$ cat src/rtl/riscv_decode_stage_pkg.sv
// riscv_decode_stage_pkg: decode enums, control word layout, instruction encodings and builders
package riscv_decode_stage_pkg;
  localparam int XLEN = 32;
  typedef enum logic [4:0] {
    ALU_X, ALU_ADD, ALU_SUB, ALU_SLL, ALU_SRL, ALU_SRA, ALU_AND, ALU_OR, ALU_XOR,
    ALU_SLT, ALU_SLTU, ALU_COPY2, ALU_BEQ, ALU_BNE, ALU_BLT, ALU_BGE, ALU_BLTU, ALU_BGEU,
    ALU_MUL, ALU_MULH, ALU_MULHSU, ALU_MULHU, ALU_DIV, ALU_DIVU, ALU_REM, ALU_REMU
  } exec_fun_e;
  typedef enum logic [1:0] {OP1_X, OP1_RS1, OP1_PC} op1_sel_e;
  typedef enum logic [2:0] {OP2_X, OP2_RS2, OP2_IMI, OP2_IMS, OP2_IMB, OP2_IMU, OP2_IMJ} op2_sel_e;
  typedef enum logic [1:0] {WB_X, WB_ALU, WB_MEM, WB_PC4} wb_sel_e;
  typedef enum logic {RF_X, RF_WRITE} rf_wen_e;
  typedef enum logic {MEM_X, MEM_WRITE} mem_wen_e;
  typedef enum logic [1:0] {PC_PLUS4, PC_B_TARGET, PC_J_TARGET, PC_JALR} pc_sel_e;
  typedef enum logic [2:0] {MASK_X, MASK_B, MASK_H, MASK_W, MASK_BU, MASK_HU} mask_sel_e;
  typedef struct packed {
    exec_fun_e exec_fun;
    op1_sel_e  op1_sel;
    op2_sel_e  op2_sel;
    wb_sel_e   wb_sel;
    rf_wen_e   rf_wen;
    mem_wen_e  mem_wen;
    pc_sel_e   pc_sel;
    mask_sel_e rs2_mask_sel;
    mask_sel_e ram_mask_sel;
  } ctrl_t;
  typedef struct packed {
    logic [XLEN-1:0] pc;
    ctrl_t           ctrl;
    logic [XLEN-1:0] imm;
    logic [4:0]      rs1;
    logic [4:0]      rs2;
    logic [4:0]      rd;
    logic            ill;
  } dec_t;
  localparam ctrl_t CTRL_DEF = '{ALU_X, OP1_X, OP2_X, WB_X, RF_X, MEM_X, PC_PLUS4, MASK_X, MASK_X};
  localparam dec_t DEC_DEF = '{32'd0, CTRL_DEF, 32'd0, 5'd0, 5'd0, 5'd0, 1'b0};
  localparam logic [31:0] INST_R_MASK = 32'hFE00707F;
  localparam logic [31:0] INST_I_MASK = 32'h0000707F;
  localparam logic [31:0] INST_U_MASK = 32'h0000007F;
  localparam logic [31:0] INST_ADD = 32'h00000033, INST_SUB = 32'h40000033, INST_SLL = 32'h00001033;
  localparam logic [31:0] INST_SLT = 32'h00002033, INST_SLTU = 32'h00003033, INST_XOR = 32'h00004033;
  localparam logic [31:0] INST_SRL = 32'h00005033, INST_SRA = 32'h40005033, INST_OR = 32'h00006033;
  localparam logic [31:0] INST_AND = 32'h00007033;
  localparam logic [31:0] INST_ADDI = 32'h00000013, INST_SLTI = 32'h00002013, INST_SLTIU = 32'h00003013;
  localparam logic [31:0] INST_XORI = 32'h00004013, INST_ORI = 32'h00006013, INST_ANDI = 32'h00007013;
  localparam logic [31:0] INST_SLLI = 32'h00001013, INST_SRLI = 32'h00005013, INST_SRAI = 32'h40005013;
  localparam logic [31:0] INST_LB = 32'h00000003, INST_LH = 32'h00001003, INST_LW = 32'h00002003;
  localparam logic [31:0] INST_LBU = 32'h00004003, INST_LHU = 32'h00005003;
  localparam logic [31:0] INST_SB = 32'h00000023, INST_SH = 32'h00001023, INST_SW = 32'h00002023;
  localparam logic [31:0] INST_JAL = 32'h0000006F, INST_JALR = 32'h00000067;
  localparam logic [31:0] INST_BEQ = 32'h00000063, INST_BNE = 32'h00001063, INST_BLT = 32'h00004063;
  localparam logic [31:0] INST_BGE = 32'h00005063, INST_BLTU = 32'h00006063, INST_BGEU = 32'h00007063;
  localparam logic [31:0] INST_LUI = 32'h00000037, INST_AUIPC = 32'h00000017;
  localparam logic [31:0] INST_MUL = 32'h02000033, INST_MULH = 32'h02001033, INST_MULHSU = 32'h02002033;
  localparam logic [31:0] INST_MULHU = 32'h02003033, INST_DIV = 32'h02004033, INST_DIVU = 32'h02005033;
  localparam logic [31:0] INST_REM = 32'h02006033, INST_REMU = 32'h02007033;
  function automatic logic hit(input logic [31:0] i, input logic [31:0] m, input logic [31:0] v);
    return (i & m) == v;
  endfunction
  function automatic ctrl_t alu(input exec_fun_e f, input op1_sel_e a, input op2_sel_e b);
    return '{f, a, b, WB_ALU, RF_WRITE, MEM_X, PC_PLUS4, MASK_X, MASK_X};
  endfunction
  function automatic ctrl_t ld(input mask_sel_e m);
    return '{ALU_ADD, OP1_RS1, OP2_IMI, WB_MEM, RF_WRITE, MEM_X, PC_PLUS4, MASK_X, m};
  endfunction
  function automatic ctrl_t st(input mask_sel_e m);
    return '{ALU_ADD, OP1_RS1, OP2_IMS, WB_X, RF_X, MEM_WRITE, PC_PLUS4, m, m};
  endfunction
  function automatic ctrl_t br(input exec_fun_e f);
    return '{f, OP1_RS1, OP2_IMB, WB_X, RF_X, MEM_X, PC_B_TARGET, MASK_X, MASK_X};
  endfunction
endpackage

$ cat src/rtl/riscv_decode_stage_if.sv
// riscv_decode_stage_if: fetch-side input and decoded-side output bundle of the decode stage
interface riscv_decode_stage_if #(parameter int W = 32, parameter int CW = 16);
  import riscv_decode_stage_pkg::*;
  logic flush_i, valid_i, ready_o, valid_o, ready_i, illegal_o;
  logic [W-1:0] pc_i, inst_i, pc_o, imm_o;
  logic [4:0] rs1_o, rs2_o, rd_o;
  exec_fun_e exec_fun;
  op1_sel_e op1_sel;
  op2_sel_e op2_sel;
  wb_sel_e wb_sel;
  rf_wen_e rf_wen;
  mem_wen_e mem_wen;
  pc_sel_e pc_sel;
  mask_sel_e rs2_mask_sel, ram_mask_sel;
  logic [CW-1:0] illegal_cnt_o;
  modport slave (
    input flush_i, valid_i, pc_i, inst_i, ready_i,
    output ready_o, valid_o, pc_o, rs1_o, rs2_o, rd_o, imm_o, exec_fun, op1_sel, op2_sel, wb_sel,
    rf_wen, mem_wen, pc_sel, rs2_mask_sel, ram_mask_sel, illegal_o, illegal_cnt_o
  );
  modport master (
    output flush_i, valid_i, pc_i, inst_i, ready_i,
    input ready_o, valid_o, pc_o, rs1_o, rs2_o, rd_o, imm_o, exec_fun, op1_sel, op2_sel, wb_sel,
    rf_wen, mem_wen, pc_sel, rs2_mask_sel, ram_mask_sel, illegal_o, illegal_cnt_o
  );
endinterface

$ cat src/rtl/riscv_decode_comb.sv
// riscv_decode_comb: combinational decode of one instruction into a full decoded word
module riscv_decode_comb import riscv_decode_stage_pkg::*; #(
  parameter int ENABLE_M = 0
) (
  input  logic [XLEN-1:0] pc_i,
  input  logic [XLEN-1:0] inst_i,
  output dec_t            dec_o
);
  localparam logic M = (ENABLE_M != 0);
  ctrl_t c;
  logic ill;
  logic [XLEN-1:0] imm;
  // Priority match: M (when enabled), R, I, shift-imm, load, S, J, B, U; anything else is illegal
  always_comb begin
    c = CTRL_DEF;
    ill = 1'b0;
    if (M && hit(inst_i, INST_R_MASK, INST_MUL)) c = alu(ALU_MUL, OP1_RS1, OP2_RS2);
    else if (M && hit(inst_i, INST_R_MASK, INST_MULH)) c = alu(ALU_MULH, OP1_RS1, OP2_RS2);
    else if (M && hit(inst_i, INST_R_MASK, INST_MULHSU)) c = alu(ALU_MULHSU, OP1_RS1, OP2_RS2);
    else if (M && hit(inst_i, INST_R_MASK, INST_MULHU)) c = alu(ALU_MULHU, OP1_RS1, OP2_RS2);
    else if (M && hit(inst_i, INST_R_MASK, INST_DIV)) c = alu(ALU_DIV, OP1_RS1, OP2_RS2);
    else if (M && hit(inst_i, INST_R_MASK, INST_DIVU)) c = alu(ALU_DIVU, OP1_RS1, OP2_RS2);
    else if (M && hit(inst_i, INST_R_MASK, INST_REM)) c = alu(ALU_REM, OP1_RS1, OP2_RS2);
    else if (M && hit(inst_i, INST_R_MASK, INST_REMU)) c = alu(ALU_REMU, OP1_RS1, OP2_RS2);
    else if (hit(inst_i, INST_R_MASK, INST_ADD)) c = alu(ALU_ADD, OP1_RS1, OP2_RS2);
    else if (hit(inst_i, INST_R_MASK, INST_SUB)) c = alu(ALU_SUB, OP1_RS1, OP2_RS2);
    else if (hit(inst_i, INST_R_MASK, INST_SLL)) c = alu(ALU_SLL, OP1_RS1, OP2_RS2);
    else if (hit(inst_i, INST_R_MASK, INST_SLT)) c = alu(ALU_SLT, OP1_RS1, OP2_RS2);
    else if (hit(inst_i, INST_R_MASK, INST_SLTU)) c = alu(ALU_SLTU, OP1_RS1, OP2_RS2);
    else if (hit(inst_i, INST_R_MASK, INST_XOR)) c = alu(ALU_XOR, OP1_RS1, OP2_RS2);
    else if (hit(inst_i, INST_R_MASK, INST_SRL)) c = alu(ALU_SRL, OP1_RS1, OP2_RS2);
    else if (hit(inst_i, INST_R_MASK, INST_SRA)) c = alu(ALU_SRA, OP1_RS1, OP2_RS2);
    else if (hit(inst_i, INST_R_MASK, INST_OR)) c = alu(ALU_OR, OP1_RS1, OP2_RS2);
    else if (hit(inst_i, INST_R_MASK, INST_AND)) c = alu(ALU_AND, OP1_RS1, OP2_RS2);
    else if (hit(inst_i, INST_I_MASK, INST_ADDI)) c = alu(ALU_ADD, OP1_RS1, OP2_IMI);
    else if (hit(inst_i, INST_I_MASK, INST_SLTI)) c = alu(ALU_SLT, OP1_RS1, OP2_IMI);
    else if (hit(inst_i, INST_I_MASK, INST_SLTIU)) c = alu(ALU_SLTU, OP1_RS1, OP2_IMI);
    else if (hit(inst_i, INST_I_MASK, INST_XORI)) c = alu(ALU_XOR, OP1_RS1, OP2_IMI);
    else if (hit(inst_i, INST_I_MASK, INST_ORI)) c = alu(ALU_OR, OP1_RS1, OP2_IMI);
    else if (hit(inst_i, INST_I_MASK, INST_ANDI)) c = alu(ALU_AND, OP1_RS1, OP2_IMI);
    else if (hit(inst_i, INST_R_MASK, INST_SLLI)) c = alu(ALU_SLL, OP1_RS1, OP2_IMI);
    else if (hit(inst_i, INST_R_MASK, INST_SRLI)) c = alu(ALU_SRL, OP1_RS1, OP2_IMI);
    else if (hit(inst_i, INST_R_MASK, INST_SRAI)) c = alu(ALU_SRA, OP1_RS1, OP2_IMI);
    else if (hit(inst_i, INST_I_MASK, INST_LB)) c = ld(MASK_B);
    else if (hit(inst_i, INST_I_MASK, INST_LH)) c = ld(MASK_H);
    else if (hit(inst_i, INST_I_MASK, INST_LW)) c = ld(MASK_W);
    else if (hit(inst_i, INST_I_MASK, INST_LBU)) c = ld(MASK_BU);
    else if (hit(inst_i, INST_I_MASK, INST_LHU)) c = ld(MASK_HU);
    else if (hit(inst_i, INST_I_MASK, INST_SB)) c = st(MASK_B);
    else if (hit(inst_i, INST_I_MASK, INST_SH)) c = st(MASK_H);
    else if (hit(inst_i, INST_I_MASK, INST_SW)) c = st(MASK_W);
    else if (hit(inst_i, INST_U_MASK, INST_JAL)) c = '{ALU_ADD, OP1_PC, OP2_IMJ, WB_PC4, RF_WRITE, MEM_X, PC_J_TARGET, MASK_X, MASK_X};
    else if (hit(inst_i, INST_I_MASK, INST_JALR)) c = '{ALU_ADD, OP1_RS1, OP2_IMI, WB_PC4, RF_WRITE, MEM_X, PC_JALR, MASK_X, MASK_X};
    else if (hit(inst_i, INST_I_MASK, INST_BEQ)) c = br(ALU_BEQ);
    else if (hit(inst_i, INST_I_MASK, INST_BNE)) c = br(ALU_BNE);
    else if (hit(inst_i, INST_I_MASK, INST_BLT)) c = br(ALU_BLT);
    else if (hit(inst_i, INST_I_MASK, INST_BGE)) c = br(ALU_BGE);
    else if (hit(inst_i, INST_I_MASK, INST_BLTU)) c = br(ALU_BLTU);
    else if (hit(inst_i, INST_I_MASK, INST_BGEU)) c = br(ALU_BGEU);
    else if (hit(inst_i, INST_U_MASK, INST_LUI)) c = alu(ALU_COPY2, OP1_X, OP2_IMU);
    else if (hit(inst_i, INST_U_MASK, INST_AUIPC)) c = alu(ALU_ADD, OP1_PC, OP2_IMU);
    else ill = 1'b1;
  end
  // Immediate follows the operand-2 selection so illegal and register-only beats carry zero
  always_comb begin
    imm = c.op2_sel == OP2_IMI ? {{20{inst_i[31]}}, inst_i[31:20]} :
          c.op2_sel == OP2_IMS ? {{20{inst_i[31]}}, inst_i[31:25], inst_i[11:7]} :
          c.op2_sel == OP2_IMB ? {{19{inst_i[31]}}, inst_i[31], inst_i[7], inst_i[30:25], inst_i[11:8], 1'b0} :
          c.op2_sel == OP2_IMU ? {inst_i[31:12], 12'd0} :
          c.op2_sel == OP2_IMJ ? {{11{inst_i[31]}}, inst_i[31], inst_i[19:12], inst_i[20], inst_i[30:21], 1'b0} :
          '0;
  end
  assign dec_o = '{pc_i, c, imm, inst_i[19:15], inst_i[24:20], inst_i[11:7], ill};
endmodule

$ cat src/rtl/riscv_decode_stage.sv
// riscv_decode_stage: registered decode stage with 2-entry skid buffer and illegal-beat counter
module riscv_decode_stage import riscv_decode_stage_pkg::*; #(
  parameter int WORD_LENGTH = 32,
  parameter int ENABLE_M = 0,
  parameter int CNT_WIDTH = 16
) (
  input logic clk,
  input logic rst,
  riscv_decode_stage_if.slave bus
);
  typedef enum logic [1:0] {EMPTY, ONE, TWO} state_e;
  state_e state_q, state_d;
  dec_t dec, main_q, main_d, skid_q, skid_d;
  logic valid_q, valid_d, ready_q, ready_d, acc, emit;
  logic [CNT_WIDTH-1:0] cnt_q, cnt_d;
  logic [WORD_LENGTH-1:0] pc_in, inst_in;
  assign pc_in = bus.pc_i;
  assign inst_in = bus.inst_i;
  riscv_decode_comb #(.ENABLE_M(ENABLE_M)) u_dec (.pc_i(pc_in), .inst_i(inst_in), .dec_o(dec));
  // Handshake, next state and register loads; flush discards an incoming beat and empties the stage
  always_comb begin
    acc = bus.valid_i && ready_q && !bus.flush_i;
    emit = valid_q && bus.ready_i;
    state_d = state_q;
    case (state_q)
      EMPTY: if (acc) state_d = ONE;
      ONE: if (acc && !emit) state_d = TWO; else if (emit && !acc) state_d = EMPTY;
      default: if (emit) state_d = ONE;
    endcase
    if (bus.flush_i) state_d = EMPTY;
    main_d = (acc && (state_q == EMPTY || emit)) ? dec : (state_q == TWO && emit) ? skid_q : main_q;
    skid_d = (acc && state_q == ONE && !emit) ? dec : skid_q;
    valid_d = state_d != EMPTY;
    ready_d = state_d != TWO;
    cnt_d = (acc && dec.ill && cnt_q != '1) ? cnt_q + 1'b1 : cnt_q;
  end
  // State, output registers and saturating counter; counter survives flush
  always_ff @(posedge clk or posedge rst) begin
    if (rst) begin
      state_q <= EMPTY;
      valid_q <= 1'b0;
      ready_q <= 1'b1;
      main_q <= DEC_DEF;
      skid_q <= DEC_DEF;
      cnt_q <= '0;
    end else begin
      state_q <= state_d;
      valid_q <= valid_d;
      ready_q <= ready_d;
      main_q <= main_d;
      skid_q <= skid_d;
      cnt_q <= cnt_d;
    end
  end
  assign bus.ready_o = ready_q;
  assign bus.valid_o = valid_q;
  assign bus.pc_o = main_q.pc;
  assign bus.imm_o = main_q.imm;
  assign bus.rs1_o = main_q.rs1;
  assign bus.rs2_o = main_q.rs2;
  assign bus.rd_o = main_q.rd;
  assign bus.exec_fun = main_q.ctrl.exec_fun;
  assign bus.op1_sel = main_q.ctrl.op1_sel;
  assign bus.op2_sel = main_q.ctrl.op2_sel;
  assign bus.wb_sel = main_q.ctrl.wb_sel;
  assign bus.rf_wen = main_q.ctrl.rf_wen;
  assign bus.mem_wen = main_q.ctrl.mem_wen;
  assign bus.pc_sel = main_q.ctrl.pc_sel;
  assign bus.rs2_mask_sel = main_q.ctrl.rs2_mask_sel;
  assign bus.ram_mask_sel = main_q.ctrl.ram_mask_sel;
  assign bus.illegal_o = main_q.ill;
  assign bus.illegal_cnt_o = cnt_q;
endmodule
$ cat src/flat_wrapper.sv
// flat-port wrapper written by rule: the top's interface ports become plain ports
module riscv_decode_stage_flat import riscv_decode_stage_pkg::*;
#(
  parameter int WORD_LENGTH = 32,
  parameter int ENABLE_M = 0,
  parameter int CNT_WIDTH = 16
)
  (clk, rst, bus_flush_i, bus_valid_i, bus_pc_i, bus_inst_i, bus_ready_i, bus_ready_o, bus_valid_o, bus_pc_o, bus_rs1_o, bus_rs2_o, bus_rd_o, bus_imm_o, bus_exec_fun, bus_op1_sel, bus_op2_sel, bus_wb_sel, bus_rf_wen, bus_mem_wen, bus_pc_sel, bus_rs2_mask_sel, bus_ram_mask_sel, bus_illegal_o, bus_illegal_cnt_o);
  riscv_decode_stage_if bus_i ();
  input logic clk;
  input logic rst;
  input wire logic [$bits(bus_i.flush_i)-1:0] bus_flush_i;
  input wire logic [$bits(bus_i.valid_i)-1:0] bus_valid_i;
  input wire logic [$bits(bus_i.pc_i)-1:0] bus_pc_i;
  input wire logic [$bits(bus_i.inst_i)-1:0] bus_inst_i;
  input wire logic [$bits(bus_i.ready_i)-1:0] bus_ready_i;
  output wire logic [$bits(bus_i.ready_o)-1:0] bus_ready_o;
  output wire logic [$bits(bus_i.valid_o)-1:0] bus_valid_o;
  output wire logic [$bits(bus_i.pc_o)-1:0] bus_pc_o;
  output wire logic [$bits(bus_i.rs1_o)-1:0] bus_rs1_o;
  output wire logic [$bits(bus_i.rs2_o)-1:0] bus_rs2_o;
  output wire logic [$bits(bus_i.rd_o)-1:0] bus_rd_o;
  output wire logic [$bits(bus_i.imm_o)-1:0] bus_imm_o;
  output wire logic [$bits(bus_i.exec_fun)-1:0] bus_exec_fun;
  output wire logic [$bits(bus_i.op1_sel)-1:0] bus_op1_sel;
  output wire logic [$bits(bus_i.op2_sel)-1:0] bus_op2_sel;
  output wire logic [$bits(bus_i.wb_sel)-1:0] bus_wb_sel;
  output wire logic [$bits(bus_i.rf_wen)-1:0] bus_rf_wen;
  output wire logic [$bits(bus_i.mem_wen)-1:0] bus_mem_wen;
  output wire logic [$bits(bus_i.pc_sel)-1:0] bus_pc_sel;
  output wire logic [$bits(bus_i.rs2_mask_sel)-1:0] bus_rs2_mask_sel;
  output wire logic [$bits(bus_i.ram_mask_sel)-1:0] bus_ram_mask_sel;
  output wire logic [$bits(bus_i.illegal_o)-1:0] bus_illegal_o;
  output wire logic [$bits(bus_i.illegal_cnt_o)-1:0] bus_illegal_cnt_o;
  assign bus_i.flush_i = bus_flush_i;
  assign bus_i.valid_i = bus_valid_i;
  assign bus_i.pc_i = bus_pc_i;
  assign bus_i.inst_i = bus_inst_i;
  assign bus_i.ready_i = bus_ready_i;
  assign bus_ready_o = bus_i.ready_o;
  assign bus_valid_o = bus_i.valid_o;
  assign bus_pc_o = bus_i.pc_o;
  assign bus_rs1_o = bus_i.rs1_o;
  assign bus_rs2_o = bus_i.rs2_o;
  assign bus_rd_o = bus_i.rd_o;
  assign bus_imm_o = bus_i.imm_o;
  assign bus_exec_fun = bus_i.exec_fun;
  assign bus_op1_sel = bus_i.op1_sel;
  assign bus_op2_sel = bus_i.op2_sel;
  assign bus_wb_sel = bus_i.wb_sel;
  assign bus_rf_wen = bus_i.rf_wen;
  assign bus_mem_wen = bus_i.mem_wen;
  assign bus_pc_sel = bus_i.pc_sel;
  assign bus_rs2_mask_sel = bus_i.rs2_mask_sel;
  assign bus_ram_mask_sel = bus_i.ram_mask_sel;
  assign bus_illegal_o = bus_i.illegal_o;
  assign bus_illegal_cnt_o = bus_i.illegal_cnt_o;
  riscv_decode_stage #(.WORD_LENGTH(WORD_LENGTH), .ENABLE_M(ENABLE_M), .CNT_WIDTH(CNT_WIDTH)) u_core (.clk(clk), .rst(rst), .bus(bus_i));
endmodule
$ cat config.mk
export PLATFORM = sky130hd
export DESIGN_NAME = riscv_decode_stage_flat
export DESIGN_NICKNAME = d
export VERILOG_FILES = /design/src/rtl/riscv_decode_stage_pkg.sv /design/src/rtl/riscv_decode_stage_if.sv /design/src/rtl/riscv_decode_comb.sv /design/src/rtl/riscv_decode_stage.sv /design/src/flat_wrapper.sv
export SDC_FILE = /design/constraint.sdc
export NUM_CORES = 1
export LEC_CHECK = 0
export CAP_MARGIN = 20
export CORE_MARGIN = 1.5
export CORE_UTILIZATION = 55
export DETAILED_ROUTE_END_ITERATION = 8
export PLACE_DENSITY = 0.82
export SLEW_MARGIN = 15
export SYNTH_ARGS = -nofsm -noshare
export SYNTH_HDL_FRONTEND = slang
export SYNTH_HIERARCHICAL = 1
export SYNTH_SLANG_ARGS = --single-unit
$ cat constraint.sdc
create_clock -name clk -period 15.4 [get_ports clk]
set_input_delay 3.08 -clock clk [delete_from_list [all_inputs] [get_ports clk]]
set_output_delay 3.08 -clock clk [all_outputs]
set_load 0.01 [all_outputs]
## After elaboration in Yosys (flattened, before gate mapping)

Cells that the tools add are included.

- Flip-flop bits (word level): 224
- Input port bits: 69
- Output and inout bits: 120

- Add/sub/neg operators: 1
- Equal/unequal tests: 46
- Muxes and demuxes: 87
- Reductions and logical operators: 18

Operator list:

| operator | count |
|---|---|
| $mux 22 | 35 |
| $mux 102 | 2 |
| $mux 32 | 5 |
| $eq 10x10->1 const B | 9 |
| $eq 17x10->1 const B | 5 |
| $eq 17x16->1 const B | 3 |
| $eq 10x9->1 const B | 4 |
| $mux 1 | 37 |
| $eq 17x8->1 const B | 2 |
| $eq 17x9->1 const B | 2 |
| $eq 10x8->1 const B | 3 |
| $mux 21 | 1 |
| $eq 10x7->1 const B | 2 |
| $mux 18 | 1 |
| $eq 17x6->1 const B | 1 |
| $add 16x1->16 const B | 1 |
| $ne 16x16->1 const B | 1 |
| $logic_and 1x1->1 | 11 |
| $eq 10x2->1 const B | 1 |
| $eq 10x5->1 const B | 1 |
| $eq 10x6->1 const B | 1 |
| $mux 2 | 5 |
| $eq 3x3->1 const B | 3 |
| $eq 7x5->1 const B | 1 |
| other kinds (11) | 15 |

## Longest topological paths before layout

- Depth after elaboration: 45
- Depth in mapped cells: 12
- Mapped depth without buffers: 9

## Cells and area by module

The synthesis kept the hierarchy.

By module, submodules not included:

| module | times used | cells each | area an instance (um^2) | seq. area each (um^2) |
|---|---|---|---|---|
| riscv_decode_stage | 1 | 760 | 9598.0 | 5606.6 |
| riscv_decode_comb | 1 | 236 | 1480.2 | 0.0 |

## Worst setup path before layout

Ideal clock, no wire load.

- Path type: input port to flip-flop
- Start point: input bus_inst_i[27]
- End point: register u_core.cnt_q[13] (netlist: u_core/bus.illegal_cnt_o[13])
- Library setup time: 125 ps
- Arrival: 5434 ps
- Required time: 15275 ps
- Setup slack: 9841 ps
- Stages on the path: 10
- Buffers on the path: 1
- Path through: or4_1 or4_4 a41oi_1 a21oi_1 and3_1 buf_4 and4b_1 nand4_1 nor2_1 mux2_2

- Longest elaborated chain between the ends: 22
- Elaborated cells on any way between the ends: 34
- Those cells by class: 13 x eq/ne; 19 x mux; 2 x reduce/logical

Ends and longest elaborated chain:

| item | RTL line | source |
|---|---|---|
| start: declaration | flat_wrapper.sv:15 | `input wire logic [$bits(bus_i.inst_i)-1:0] bus_inst_i;` |
| $eq 17x16->1 | riscv_decode_stage_pkg.sv:59 | `return (i & m) == v;` |
| $mux 1 | riscv_decode_comb.sv:43 | `else if (hit(inst_i, INST_R_MASK, INST_SRAI)) c = alu(ALU_SRA, OP1_RS1, OP2_IMI);` |
| $mux 1 | riscv_decode_comb.sv:42 | `else if (hit(inst_i, INST_R_MASK, INST_SRLI)) c = alu(ALU_SRL, OP1_RS1, OP2_IMI);` |
| $mux 1 | riscv_decode_comb.sv:41 | `else if (hit(inst_i, INST_R_MASK, INST_SLLI)) c = alu(ALU_SLL, OP1_RS1, OP2_IMI);` |
| $mux 1 | riscv_decode_comb.sv:40 | `else if (hit(inst_i, INST_I_MASK, INST_ANDI)) c = alu(ALU_AND, OP1_RS1, OP2_IMI);` |
| $mux 1 | riscv_decode_comb.sv:39 | `else if (hit(inst_i, INST_I_MASK, INST_ORI)) c = alu(ALU_OR, OP1_RS1, OP2_IMI);` |
| $mux 1 | riscv_decode_comb.sv:38 | `else if (hit(inst_i, INST_I_MASK, INST_XORI)) c = alu(ALU_XOR, OP1_RS1, OP2_IMI);` |
| $mux 1 | riscv_decode_comb.sv:37 | `else if (hit(inst_i, INST_I_MASK, INST_SLTIU)) c = alu(ALU_SLTU, OP1_RS1, OP2_IMI);` |
| [6 not listed] | - |  |
| $mux 1 | riscv_decode_comb.sv:30 | `else if (hit(inst_i, INST_R_MASK, INST_XOR)) c = alu(ALU_XOR, OP1_RS1, OP2_RS2);` |
| $mux 1 | riscv_decode_comb.sv:29 | `else if (hit(inst_i, INST_R_MASK, INST_SLTU)) c = alu(ALU_SLTU, OP1_RS1, OP2_RS2);` |
| $mux 1 | riscv_decode_comb.sv:28 | `else if (hit(inst_i, INST_R_MASK, INST_SLT)) c = alu(ALU_SLT, OP1_RS1, OP2_RS2);` |
| $mux 1 | riscv_decode_comb.sv:27 | `else if (hit(inst_i, INST_R_MASK, INST_SLL)) c = alu(ALU_SLL, OP1_RS1, OP2_RS2);` |
| $mux 1 | riscv_decode_comb.sv:26 | `else if (hit(inst_i, INST_R_MASK, INST_SUB)) c = alu(ALU_SUB, OP1_RS1, OP2_RS2);` |
| $mux 1 * | riscv_decode_comb.sv:25 | `else if (hit(inst_i, INST_R_MASK, INST_ADD)) c = alu(ALU_ADD, OP1_RS1, OP2_RS2);` |
| named net u_core.u_dec.ill | riscv_decode_comb.sv:11 | `logic ill;` |
| $logic_and 1x1->1 * (2 in a row) | riscv_decode_stage.sv:35 | `cnt_d = (acc && dec.ill && cnt_q != '1) ? cnt_q + 1'b1 : cnt_q;` |
| end signal: assignment | riscv_decode_stage.sv:52 | `cnt_q <= cnt_d;` |
| end: declaration | riscv_decode_stage.sv:15 | `logic [CNT_WIDTH-1:0] cnt_q, cnt_d;` |

The timed path passes the listed nets; every way through them passes the cells marked *.
A chain may end at the register's enable or synchronous reset.

## Worst setup path in the final report

- Start point: input bus_valid_i
- End point: register u_core.main_q, in the netlist u_core/bus.rs2_mask_sel[1]

- Longest elaborated chain between the ends: 4
- Elaborated cells on any way between the ends: 5
- Those cells by class: 1 x mux; 4 x reduce/logical

Ends and longest elaborated chain:

| item | RTL line | source |
|---|---|---|
| start: declaration | flat_wrapper.sv:13 | `input wire logic [$bits(bus_i.valid_i)-1:0] bus_valid_i;` |
| $logic_and 1x1->1 * (2 in a row) | riscv_decode_stage.sv:22 | `acc = bus.valid_i && ready_q && !bus.flush_i;` |
| $logic_and 1x1->1 * | riscv_decode_stage.sv:31 | `main_d = (acc && (state_q == EMPTY \|\| emit)) ? dec : (state_q == TWO && emit) ? skid_q : main_q;` |
| $mux 102 / $reduce_bool 2->1 (equally long branches) | - |  |
| end signal: assignment | riscv_decode_stage.sv:50 | `main_q <= main_d;` |
| end: declaration | riscv_decode_stage.sv:13 | `dec_t dec, main_q, main_d, skid_q, skid_d;` |

Every way passes the cells marked *; elsewhere a longest branch is shown, timed or not.

==> flow_summary.json <==
{
  "outcome": "finished, final reports clean",
  "cts_tree": "done",
  "p_int_w": 0.001200,
  "die_h_microns": 144.9,
  "syn_area_per_cell_sq_um": 11.12,
  "viasPerCell": 5.644,
  "fp.dieW_microns": 144.9,
  "netSwitchingPower_w": 0.0004173,
  "io_buffers": 188,
  "ir_drop_mv": 0.09221,
  "grt_max_degree": 106,
  "die_area_sq_um": 21000,
  "crit_top_cell": "buf_4",
  "p_comb_frac": 0.177,
  "fin_crit_ps": 6104,
  "crit_type": "input pin to register",
  "track_usage": 0.2412,
  "cts_sinks": 224,
  "synth_top_area_cell": "dfrtp_1",
  "synth_top_area_share": 0.5037,
  "place_ws_ps": 8710,
  "ant_nets": 0,
  "routed_wl_microns": 25430,
  "layout_setup_ws_ps": 9296,
  "min_from": "u_core/skid_q[69]$_DFFE_PP0P_",
  "final_core_util": 0.6842,
  "slew_headroom": 0.2755,
  "worst_pin_slew_ps": 1087,
  "layout_common_cells": "223 x dfrtp_1, 188 x clkdlybuf4s50_1, 131 x nand2_1, 102 x mux2i_1, 91 x o21ai_0",
  "initial_core_util": 0.5655,
  "max_stage_delay_ps": 800,
  "wire_per_inst_microns": 18.29,
  "start_kind": "input pin",
  "p_seq_frac": 0.461,
  "clock_latency_ps": 510,
  "rows": 51,
  "cp_max_fo": 100,
  "drv_slew": 0,
  "synthCells": 996,
  "skew_ps": 11.39,
  "path_cells": "clkdlybuf4s50_1 > nand3b_1 > a21oi_4 > buf_4 > buf_4 > o21ai_0",
  "grt_overflow": 0,
  "regArea_sq_um": 5607,
  "io_pins": 189,
  "crit_family": "buffers and inverters",
  "crit_arrival_ps": 6440,
  "place.gp.congestion": 0.8829,
  "hp-class": "register to register",
  "multi_input_area_sq_um": 4637,
  "synth-seq-cells": 224,
  "synth.area.top_cells": "dfrtp_1 50%, mux2i_1 9.2%, mux2_2 7.4%, nand2_1 4.4%, o21ai_0 4.1%",
  "tns_ps": 0,
  "rsz0062_at_grt": "no",
  "antenna_cells": 0,
  "ctsResizeCount": 0,
  "dr.pass1.iters": 5,
  "finalSetupViolations": 0,
  "finalHoldViolCount": 0,
  "synth_cell_types": 71,
  "synth_area_sq_um": 11080,
  "timing.final.crit_share": 0.3963,
  "drive_gt1_frac": 0.1351,
  "fillers": 1468,
  "grt_pass1_wl_microns": 41450,
  "worst-path-buf-inv": 3,
  "final_common_cell": "dfrtp_1",
  "syn_nets": 1066,
  "clkTransAtPathRegs_ps": 60,
  "worstPathRequired_ps": 15740,
  "first_iter_violations": 488,
  "fmax_mhz": 163.8,
  "cts_made_buffers": 25,
  "synth-edff-count": 0,
  "synthFlopType": "dfrtp_1",
  "async_flop_share": 1.000,
  "p_sw_frac": 0.2580,
  "ctsLongestPathBuffers": 3,
  "p_leak_nw": 6.510,
  "r2r-start": "u_core/bus.ready_o$_DFF_PP1_",
  "drcViolationCount": 0,
  "via_count": 7845,
  "clockRootBuffer": "clkbuf_16",
  "grt_pass1_vias": 7861,
  "slowest_stage": "a21oi_4",
  "clockPowerShare": 0.362,
  "ys_seq_area_frac": 0.5061,
  "hpwl_microns": 16800,
  "antenna_found_initial": 0,
  "area.growth.synth_to_final_pct": 21.00,
  "fin_nets": 1177,
  "cap_viol_max_count": 0,
  "ys.warnings.count": 6,
  "post-cts-setup-buffers": 0,
  "cts-htree-levels": 1,
  "worstSetupStartpoint": "bus_valid_i",
  "power_density_nw_per_um2": 120.7,
  "core-area_sq_um": 19590,
  "critPathCaptureType": "register",
  "holdBufCountCts": 0
}
[cell families (layout without fill, tap and decap cells)]
kind of cell / after synthesis / count (layout) / synth area share
AND/OR/NAND/NOR: 247 / 247 / 0.1099
flip-flops: 224 / 224 / 0.5061
multiplexers: 207 / 207 / 0.1992
AO/OA/AOI/OAI: 175 / 175 / 0.09465
buffers and inverters: 126 / 255 / 0.07680
XOR/XNOR: 15 / 15 / 0.01186
adder cells (fa/ha/maj): 1 / 1 / 0.001129
other: 1 / 1 / 0.0003385
[worst register-to-register path: cells and delay by family (launching register included)]
family / cells / cell delay [ps]
AO/OA/AOI/OAI: 2 / 1120
AND/OR/NAND/NOR: 1 / 220
buffers and inverters: 2 / 1400
flip-flops: 1 / 610
[metal layers]
metal | wire, microns | part of all wire | track usage | vias to the layer above
li1 | - | - | - | 3660
met1 | 10990 | 0.43 | 0.3267 | 3872
met2 | 12060 | 0.47 | 0.3914 | 259
met3 | 1640 | 0.064 | 0.05157 | 54
met4 | 731 | 0.029 | 0.07062 | 0
met5 | 0 | 0 | 0 | -
[cell usage after synthesis, types with 13 or more instances]
cell and number:
dfrtp_1 223, nand2_1 131, mux2i_1 102, o21ai_0 91, mux2_2 73, buf_4 58, mux2_1 31, o21ai_1 28
nor2_1 20, buf_6 18, clkbuf_1 15, nor3_1 15, inv_1 14, buf_2 13
[registers in the layout, summed over array words and instances (netlist names)]
name	cells
u_core/state_q	2
u_core/bus.ready_o	1
u_core/bus.rs1_o	5
u_core/bus.ram_mask_sel	3
u_core/bus.valid_o	1
u_core/bus.rs2_o	5
u_core/bus.rd_o	5
u_core/bus.op1_sel	2
u_core/bus.wb_sel	2
u_core/skid_q	102
u_core/bus.rs2_mask_sel	3
u_core/bus.illegal_o	1
u_core/bus.rf_wen	1
u_core/bus.illegal_cnt_o	16
u_core/bus.mem_wen	1
u_core/bus.exec_fun	5
u_core/bus.imm_o	32
u_core/bus.pc_o	32
u_core/bus.op2_sel	3
u_core/bus.pc_sel	2
[cell type report]
type	count	area share
clock buffer	39	0.05657
clock inverter	6	0.005134
inverter	14	0.004481
multi-input combinational	646	0.3459
sequential	224	0.4183
tap	265	0.02474
timing repair buffer	196	0.1449
[power by group through the flow]
stage	registers [W]	logic [W]	clock network (W)
final	0.000746	0.000286	0.000585
after global placement	0.000750	0.000279	0
after global routing	0.000758	0.000310	0.000620
after CTS	0.000746	0.000289	0.000597
after floorplan	0.000762	0.000147	0
after detailed placement	0.000755	0.000288	0
[through the flow]
step / area, sq um / instances / hold slack [ps] / total power (W)
6_report: 13400 / 1390 / 481.6 / 0.001617
3_3_place_gp: 12580 / 1345 / 466.7 / 0.001029
4_1_cts: 13400 / 1390 / 486.7 / 0.001632
3_5_place_dp: 12580 / 1345 / 474.0 / 0.001043
2_1_floorplan: 11080 / 996 / 457.4 / 0.0009082
5_1_grt: 13400 / 1390 / 493.9 / 0.001687
[final timing paths]
path                                                     endpoint  slack [ps]  cells past startpoint
max reg2reg                u_core/bus.rs2_mask_sel[1]$_DFFE_PP0P_       11890                      5
min reg2reg                         u_core/skid_q[69]$_DFFE_PP0P_         480                      1
min in group asynchronous          u_core/skid_q[101]$_DFFE_PP0P_        3070                      2
max                        u_core/bus.rs2_mask_sel[1]$_DFFE_PP0P_        9300                      6
max in group asynchronous           u_core/skid_q[55]$_DFFE_PP0P_       10960                      3
min                                 u_core/skid_q[69]$_DFFE_PP0P_         480                      1
(Power assumes the default switching activity.)
